<file path="config.mk">
export PLATFORM = sky130hd
export DESIGN_NAME = spi_req_arbiter
export DESIGN_NICKNAME = d
export VERILOG_FILES = /design/src/rtl/spi_req_arbiter.sv
export SDC_FILE = /design/constraint.sdc
export NUM_CORES = 1
export LEC_CHECK = 0
export CAP_MARGIN = 20
export CORE_MARGIN = 2
export CORE_UTILIZATION = 41
export CTS_BUF_LIST = sky130_fd_sc_hd__clkbuf_8 sky130_fd_sc_hd__clkbuf_16
export DETAILED_ROUTE_END_ITERATION = 8
export PLACE_DENSITY_LB_ADDON = 0.08
export SYNTH_ARGS = -nofsm -noshare
export SYNTH_HDL_FRONTEND = slang
export SYNTH_SLANG_ARGS = --single-unit
export TNS_END_PERCENT = 100
</file>
<file path="constraint.sdc">
create_clock -name clk -period 2.1 [get_ports clk]
set_clock_uncertainty 0.15 [all_clocks]
set_input_delay 0.63 -clock clk [delete_from_list [all_inputs] [get_ports clk]]
set_output_delay 0.63 -clock clk [all_outputs]
set_load 0.03 [all_outputs]
</file>
<file path="src/rtl/spi_req_arbiter.sv">
// Round-robin arbiter sharing one SPI master command port among NUM_REQ requesters.
// Optional watchdog on the wait states is enabled by defining SPI_ARB_TIMEOUT_EN.
module spi_req_arbiter #(
   parameter int NUM_REQ        = 4,
   parameter int CMD_WIDTH      = 12,
   parameter int READ_WIDTH     = 8,
   parameter int TIMEOUT_CYCLES = 1023
) (
   input  logic                           clk,
   input  logic                           rst,
   input  logic [NUM_REQ-1:0]             req_vld,
   input  logic [NUM_REQ*CMD_WIDTH-1:0]   req_cmd,
   output logic [NUM_REQ-1:0]             req_rdy,
   output logic [NUM_REQ-1:0]             rsp_vld,
   output logic [READ_WIDTH-1:0]          rsp_data,
   output logic                           rsp_err,
   output logic [CMD_WIDTH-1:0]           spi_cmd,
   output logic                           spi_cmd_vld,
   input  logic                           spi_cmd_rdy,
   input  logic                           spi_read_vld,
   input  logic [READ_WIDTH-1:0]          spi_read_data
);

   localparam int IDX_W = (NUM_REQ > 1) ? $clog2(NUM_REQ) : 1;

   typedef enum logic [2:0] {IDLE, ISSUE, WAIT_WR, WAIT_RD, RESP} state_t;

   state_t                 state_q, state_d;
   logic [IDX_W-1:0]       ptr_q, ptr_d;
   logic [IDX_W-1:0]       gnt_q, gnt_d;
   logic [CMD_WIDTH-1:0]   cmd_q, cmd_d;
   logic                   cmd_vld_q, cmd_vld_d;
   logic [NUM_REQ-1:0]     req_rdy_q, req_rdy_d;
   logic [NUM_REQ-1:0]     rsp_vld_q, rsp_vld_d;
   logic [READ_WIDTH-1:0]  rsp_q, rsp_d;
   logic                   busy_seen_q, busy_seen_d;
   logic                   found;
   logic [IDX_W-1:0]       pick;
   logic                   tmo_hit;

`ifdef SPI_ARB_TIMEOUT_EN
   localparam int CNT_W = $clog2(TIMEOUT_CYCLES + 1);
   logic [CNT_W-1:0] tmo_q, tmo_d;
   logic             rsp_err_q, rsp_err_d;

   // Counter is zero on the first wait cycle; it fires so that the response lands TIMEOUT_CYCLES after entry.
   assign tmo_hit = (tmo_q == CNT_W'(TIMEOUT_CYCLES - 1));

   always_comb begin
      tmo_d = '0;
      if (state_q == WAIT_WR || state_q == WAIT_RD) tmo_d = tmo_q + 1'b1;
   end
`else
   assign tmo_hit = 1'b0;
`endif

   // First requester at or above ptr, wrapping around.
   always_comb begin
      int               idx;
      logic [IDX_W-1:0] idx_c;
      found = 1'b0;
      pick  = '0;
      for (int i = 0; i < NUM_REQ; i++) begin
         idx = int'(ptr_q) + i;
         if (idx >= NUM_REQ) idx = idx - NUM_REQ;
         idx_c = IDX_W'(idx);
         if (!found && req_vld[idx_c]) begin
            found = 1'b1;
            pick  = idx_c;
         end
      end
   end

   always_comb begin
      state_d     = state_q;
      ptr_d       = ptr_q;
      gnt_d       = gnt_q;
      cmd_d       = cmd_q;
      cmd_vld_d   = cmd_vld_q;
      req_rdy_d   = '0;
      rsp_vld_d   = '0;
      rsp_d       = rsp_q;
      busy_seen_d = busy_seen_q;
`ifdef SPI_ARB_TIMEOUT_EN
      rsp_err_d   = rsp_err_q;
`endif
      case (state_q)
         IDLE: begin
            if (found) begin
               gnt_d           = pick;
               cmd_d           = req_cmd[pick*CMD_WIDTH +: CMD_WIDTH];
               cmd_vld_d       = 1'b1;
               req_rdy_d[pick] = 1'b1;
               state_d         = ISSUE;
            end
         end
         ISSUE: begin
            if (cmd_vld_q && spi_cmd_rdy) begin
               cmd_vld_d   = 1'b0;
               busy_seen_d = 1'b0;
               state_d     = cmd_q[CMD_WIDTH-1] ? WAIT_WR : WAIT_RD;
            end
         end
         WAIT_WR: begin
            // Write is done once the master has gone busy and returned to idle.
            if (busy_seen_q && spi_cmd_rdy) begin
               rsp_d            = '0;
               rsp_vld_d[gnt_q] = 1'b1;
               state_d          = RESP;
`ifdef SPI_ARB_TIMEOUT_EN
               rsp_err_d        = 1'b0;
`endif
            end else if (tmo_hit) begin
               rsp_d            = '1;
               rsp_vld_d[gnt_q] = 1'b1;
               state_d          = RESP;
`ifdef SPI_ARB_TIMEOUT_EN
               rsp_err_d        = 1'b1;
`endif
            end else if (!spi_cmd_rdy) begin
               busy_seen_d = 1'b1;
            end
         end
         WAIT_RD: begin
            if (spi_read_vld) begin
               rsp_d            = spi_read_data;
               rsp_vld_d[gnt_q] = 1'b1;
               state_d          = RESP;
`ifdef SPI_ARB_TIMEOUT_EN
               rsp_err_d        = 1'b0;
`endif
            end else if (tmo_hit) begin
               rsp_d            = '1;
               rsp_vld_d[gnt_q] = 1'b1;
               state_d          = RESP;
`ifdef SPI_ARB_TIMEOUT_EN
               rsp_err_d        = 1'b1;
`endif
            end
         end
         RESP: begin
            ptr_d   = (gnt_q == IDX_W'(NUM_REQ - 1)) ? '0 : gnt_q + 1'b1;
            state_d = IDLE;
         end
         default: state_d = IDLE;
      endcase
   end

   always_ff @(posedge clk or posedge rst) begin
      if (rst) begin
         state_q     <= IDLE;
         ptr_q       <= '0;
         gnt_q       <= '0;
         cmd_q       <= '0;
         cmd_vld_q   <= 1'b0;
         req_rdy_q   <= '0;
         rsp_vld_q   <= '0;
         rsp_q       <= '0;
         busy_seen_q <= 1'b0;
      end else begin
         state_q     <= state_d;
         ptr_q       <= ptr_d;
         gnt_q       <= gnt_d;
         cmd_q       <= cmd_d;
         cmd_vld_q   <= cmd_vld_d;
         req_rdy_q   <= req_rdy_d;
         rsp_vld_q   <= rsp_vld_d;
         rsp_q       <= rsp_d;
         busy_seen_q <= busy_seen_d;
      end
   end

`ifdef SPI_ARB_TIMEOUT_EN
   always_ff @(posedge clk or posedge rst) begin
      if (rst) begin
         tmo_q     <= '0;
         rsp_err_q <= 1'b0;
      end else begin
         tmo_q     <= tmo_d;
         rsp_err_q <= rsp_err_d;
      end
   end
   assign rsp_err = rsp_err_q;
`else
   assign rsp_err = 1'b0;
`endif

   assign req_rdy     = req_rdy_q;
   assign rsp_vld     = rsp_vld_q;
   assign rsp_data    = rsp_q;
   assign spi_cmd     = cmd_q;
   assign spi_cmd_vld = cmd_vld_q;

endmodule

</file>
# --- Word level (Yosys, flattened, before mapping) ---
# Cells that the tools add are included.
word_totals:
  ff_bits: 37
  elab_cells: 106
op_classes:
  n_addsub: 8
  multipliers: 1
  n_lt_le_gt_ge: 12
  eq_ne: 11
  n_shift: 1
  n_mux: 45
  n_reduce_logical: 19
ops:
  columns: ["operator", "n"]
  rows:
  - ["48-bit by 7-bit indexed part select with 12-bit output", 1]
  - ["2-bit by 3-bit < comparator with 1-bit output (second input constant)", 6]
  - ["2-bit two-way mux", 9]
  - ["4-bit two-way mux", 4]
  - ["8-bit two-way mux", 2]
  - ["8-bit one-hot mux with 2 select lines", 1]
  - ["1-bit two-way mux", 15]
  - ["3-bit two-way mux", 4]
  - ["2-bit != test (second input constant)", 6]
  - ["3-bit one-hot mux with 4 select lines", 1]
  - ["3-bit greater-or-equal comparator (second input constant)", 3]
  - ["1-bit binary-select mux with 2-bit select", 4]
  - ["4-bit one-hot mux with 2 select lines", 1]
  - ["4-bit AND reduction", 2]
  - ["2-bit by 1-bit subtractor with 2-bit output (second input constant)", 4]
  - ["1-bit logical AND", 7]
  - ["2-bit by 2-bit adder with 3-bit output (second input constant)", 2]
  - ["3-bit by 2-bit equality test with 1-bit output (second input constant)", 2]
  - ["3-bit AND reduction", 2]
  - ["2-bit nonzero test", 3]
  - ["1-bit demux with 2-bit select", 2]
  - ["2-bit by 1-bit greater-or-equal comparator with 1-bit output (second input constant)", 2]
  - ["2-bit by 2-bit multiplier with 4-bit output (second input constant)", 1]
  - ["1-bit one-hot mux with 2 select lines", 2]
  - ["9 further kinds", 11]

# --- Depth between registers and ports, before layout ---
logic_depth:
  ltp_word: 20
  ltp_mapped: 7
  ltp_nobuf: 5

# --- Worst setup path after synthesis ---
# Ideal clock, no wire load.
synth_path:
  path_kind: "input-to-reg"
  start: "input req_vld[2]"
  end: "register cmd_q[0] (netlist: spi_cmd[0])"
  setup_ns: 0.133
  t_arrival_ns: 1.648
  slack_ns: 0.169
  stages: 6
  n_path_buf: 1
  cell_sequence: "and2b_1 -> a211oi_2 -> o22ai_4 -> buf_6 -> mux2i_1 -> o221ai_2"
synth_via:
  elab_chain_cells: 14
synth_rtl:
  columns: ["element", "line_no", "text"]
  rows:
  - ["from (decl)", "11", "input logic [NUM_REQ-1:0] req_vld,"]
  - ["1-bit binary-select mux with 2-bit select", "67", "if (!found && req_vld[idx_c]) begin"]
  - ["1-bit two-way mux (not written as such)", "67", null]
  - ["1-bit two-way mux", "67", null]
  - ["1-bit zero test", "67", null]
  - ["1-bit logical AND", "67", null]
  - ["1-bit two-way mux", "67", null]
  - ["1-bit zero test", "67", null]
  - ["1-bit logical AND", "67", null]
  - ["1-bit two-way mux", "67", null]
  - ["1-bit zero test", "67", null]
  - ["1-bit logical AND", "67", null]
  - ["2-bit two-way mux", "67", null]
  - ["2-bit by 2-bit multiplier with 4-bit output", "91", "cmd_d = req_cmd[pick*CMD_WIDTH +: CMD_WIDTH];"]
  - ["48-bit by 7-bit indexed part select with 12-bit output", "91", null]
  - ["to (signal assigned)", "164", "cmd_q <= cmd_d;"]
  - ["to (decl)", "31", "logic [CMD_WIDTH-1:0] cmd_q, cmd_d;"]
# Parallel ways exist; a longest one is shown, timed or not. The select of a mux whose other input is x is not followed.
# A chain may end at the register's enable or synchronous reset.

# --- Worst setup path in the final report ---
layout_path:
  start: "input req_vld[2]"
  end: "register cmd_q[9] (netlist: spi_cmd[9])"
# The elaborated chain is that of the path after synthesis.

==> flow_metrics.py <==
metrics = {
    "run_status": {
        "status": "finished clean",
    },
    "global_route": {
        "grt_max_degree": 38,
        "antenna_found_initial": 0,
        "via_count_of_the_first_global_routing_pass": 1916,
        "grt_use_total": 0.2111,
        "global_route_wire_length_before_repair_um": 8535,
        "grt_remaining_overflow": 0,
    },
    "synthesis": {
        "synth_top_cell_area_share": 0.4759,
        "synth.net_count": 264,
        "synth.cells.most_frequent": "sky130_fd_sc_hd__nand2_1, sky130_fd_sc_hd__dfrtp_1, sky130_fd_sc_hd__o21ai_0",
        "post_synth_main_area_contributors": "sky130_fd_sc_hd__dfrtp_1, sky130_fd_sc_hd__nand2_1, sky130_fd_sc_hd__mux2i_1",
        "synth-seq-area-share": 0.4759,
        "synth_cell_types": 40,
        "syn_inst": 196,
        "ys_warn_count": 0,
        "yosys.cell_count.top_type": "sky130_fd_sc_hd__nand2_1",
        "register_bit_total_from_synthesis": 37,
        "synth-edff-count": 0,
        "syn_area_per_cell_um2": 9.927,
        "synthesis.area_um2": 1946,
        "postSynth.asyncResetShare": 1.000,
        "synth_largest_area_cell": "sky130_fd_sc_hd__dfrtp_1",
        "ys_dominant_reg_cell": "sky130_fd_sc_hd__dfrtp_1",
    },
    "sta": {
        "final_min_period_over_clock_period": 0.9863,
        "final.setup.tns_ps": 0,
        "finalSetupViolations": 0,
        "hold_slack_ps": 326.2,
        "rsz_0062_raised_after_global_routing": "false",
        "hold_violations_final": 0,
        "finalWorstPathRequiredPeriod_ps": 2071,
        "max_freq_ghz": 0.4828,
        "maxSlewViolCount": 0,
    },
    "worst_setup_path": {
        "setup.worst_path.end_class": "register",
        "critical_path_cell_list": "clkdlybuf4s15_1 -> buf_6 -> buf_4 -> or4_4 -> nand3_4 -> buf_12 -> o221ai_1",
        "slowest_stage": "sky130_fd_sc_hd__or4_4",
        "timing.critical_path.from_type": "input pin",
        "timing.critical_path.required_ps": 2100,
        "cell_family_with_the_largest_share_of_critical_path_delay": "simple AND/OR/NAND/NOR gates",
        "cp_slowest_stage_delay_ps": 580,
        "path_class": "in -> reg",
        "buffers_plus_inverters_on_the_worst_setup_path": 4,
        "worstPathMaxFanout": 8,
        "crit_arrival_ps": 2080,
    },
    "clocking": {
        "ctsRootBufferMaster": "sky130_fd_sc_hd__clkbuf_8",
        "total_clock_buffers_created_by_cts": 5,
        "cts_hold_buffers": 0,
        "h-tree-depth": 2,
        "ctsLongestPathBuffers": 2,
        "insertion_delay_ps": 290,
        "clkTransAtPathRegs_ps": 80,
        "clock-sinks": 37,
        "tritoncts": "done",
    },
    "floorplan": {
        "die_area_um2": 5312,
        "fp-row-count": 25,
        "io-pin-count": 94,
        "initial_standard_cell_utilization_of_the_core": 0.4174,
        "dieWidth_um": 72.89,
        "fp.coreArea_um2": 4661,
        "die_h_um": 72.89,
    },
    "power": {
        "vdd.ir_drop.worst_v": 0.0005846,
        "power_leakage_nw": 1.652,
        "power_per_cell_area_nw_per_um2": 1234,
    },
    "finish": {
        "multi_input_area_um2": 965.9,
        "finalInstanceArea_um2": 3256,
        "final_layout_size_suffix_gt1_frac": 0.1462,
        "final_nets": 368,
        "fill_cell_total_of_the_finished_layout": 358,
        "final_core_util": 0.6985,
        "sequential_cell_area_um2": 925.9,
        "area.growth.synth_to_final_pct": 67.33,
        "antennaDiodeCount": 0,
    },
    "run": {
        "timing.max_cap.violations": 0,
    },
    "place": {
        "dpl.hpwl_um": 3725,
        "place_area_um2": 3027,
        "portBuffers": 92,
        "globalplace.congestion": 0.7624,
    },
    "drt": {
        "route.final.wire_length_um": 5155,
        "detailroute.via_count": 1890,
        "drt-vias-per-instance": 5.324,
        "count_of_tritonroute_iterations_in_the_first_routing_pass": 4,
        "first_iter_violations": 69,
        "post_drt_wl_per_cell_um": 14.52,
        "detail_route.drc_violations": 0,
        "antenna_left": 0,
    },
    "min_path": {
        "hold_class": "reg -> reg",
    },
}
[report_power, final]
group	switching [mW]	leakage, nW	internal (mW)
Clock	0.270	0.0543	0.355
Combinational	1.24	1.12	0.966
Sequential	0.195	0.481	0.991
[cell usage in the layout (no fill, tap or decap), types with 5 or more instances in the layout]
master                            netlist  routed
sky130_fd_sc_hd__a22oi_1               10      10
sky130_fd_sc_hd__nand2_1               39      39
sky130_fd_sc_hd__buf_4                  3       8
sky130_fd_sc_hd__mux2i_1               14      14
sky130_fd_sc_hd__dlymetal6s2s_1         0      11
sky130_fd_sc_hd__clkdlybuf4s50_1        0      62
sky130_fd_sc_hd__inv_1                  8       8
sky130_fd_sc_hd__clkbuf_8               0       5
sky130_fd_sc_hd__o21ai_0               17      16
sky130_fd_sc_hd__o221ai_2               1       5
sky130_fd_sc_hd__dlygate4sd2_1          0      18
sky130_fd_sc_hd__o221ai_1              11       7
sky130_fd_sc_hd__dfrtp_1               37      37
sky130_fd_sc_hd__buf_12                 0       5
[path summary, 6_finish.rpt]
kind | startpoint | to | slack (ps) | cells after the start
max reg2reg | ptr_q[0] | spi_cmd[5] | 260 | 6
min reg2reg | rsp_data[1] | rsp_data[1] | 330 | 2
max in group asynchronous | rst | busy_seen_q | 1070 | 3
min in group asynchronous | rst | spi_cmd[0] | 560 | 3
max | req_vld[2] | spi_cmd[9] | 30 | 7
min | rsp_data[1] | rsp_data[1] | 330 | 2
[stage by stage]
step	total power, mW	setup slack [ps]	instances
floorplan	2.532	168.6	196
finish	4.018	28.87	355
CTS	4.018	0.3656	355
detailed placement	3.388	-516.4	345
global route	4.316	1.270	355
global placement	3.353	-486.0	345
[registers in the layout, indices dropped and copies added (netlist names)]
register	cells
state_q	3
busy_seen_q	1
spi_cmd	12
rsp_vld	4
spi_cmd_vld	1
req_rdy	4
ptr_q	2
gnt_q	2
rsp_data	8
[what timing repair did]
action	CTS	global route
gates resized for setup	26	19
gates cloned	1	0
pin swaps	2	3
buffers inserted	1	0
setup endpoints to repair	35	23
[worst min-delay path, stage by stage (launching register included)]
cell and delay [ps]:
sky130_fd_sc_hd__dfrtp_1 340, sky130_fd_sc_hd__nand2_1 40, sky130_fd_sc_hd__o21ai_0 60
[layout make-up]
| type | instances | area share |
|---|---|---|
| multi-input cells | 138 | 0.2967 |
| clock buffers | 5 | 0.02114 |
| inverters | 9 | 0.01038 |
| flip-flops and latches | 37 | 0.2844 |
| well taps | 54 | 0.02075 |
| repair buffers | 109 | 0.3524 |
| clock inverters | 3 | 0.01422 |
[logic make-up after synthesis]
logic type,count (synthesis),synth area share
AND/OR/NAND/NOR,66,0.1621
adder cells (fa/ha/maj),4,0.02572
AO/OA/AOI/OAI,52,0.2032
other,1,0.001927
multiplexers,15,0.07781
flip-flops,37,0.4759
buffers and inverters,21,0.05337
[metal layers]
metal  up-vias  global-route usage  routed length, um
li1        908                   -                  -
met1       892              0.2504               2081
met3        11             0.05939                307
met5         -                   0                  0
met2        79              0.3687               2670
met4         0             0.06790                 96
Note: power is estimated with default switching activity, not from simulation.
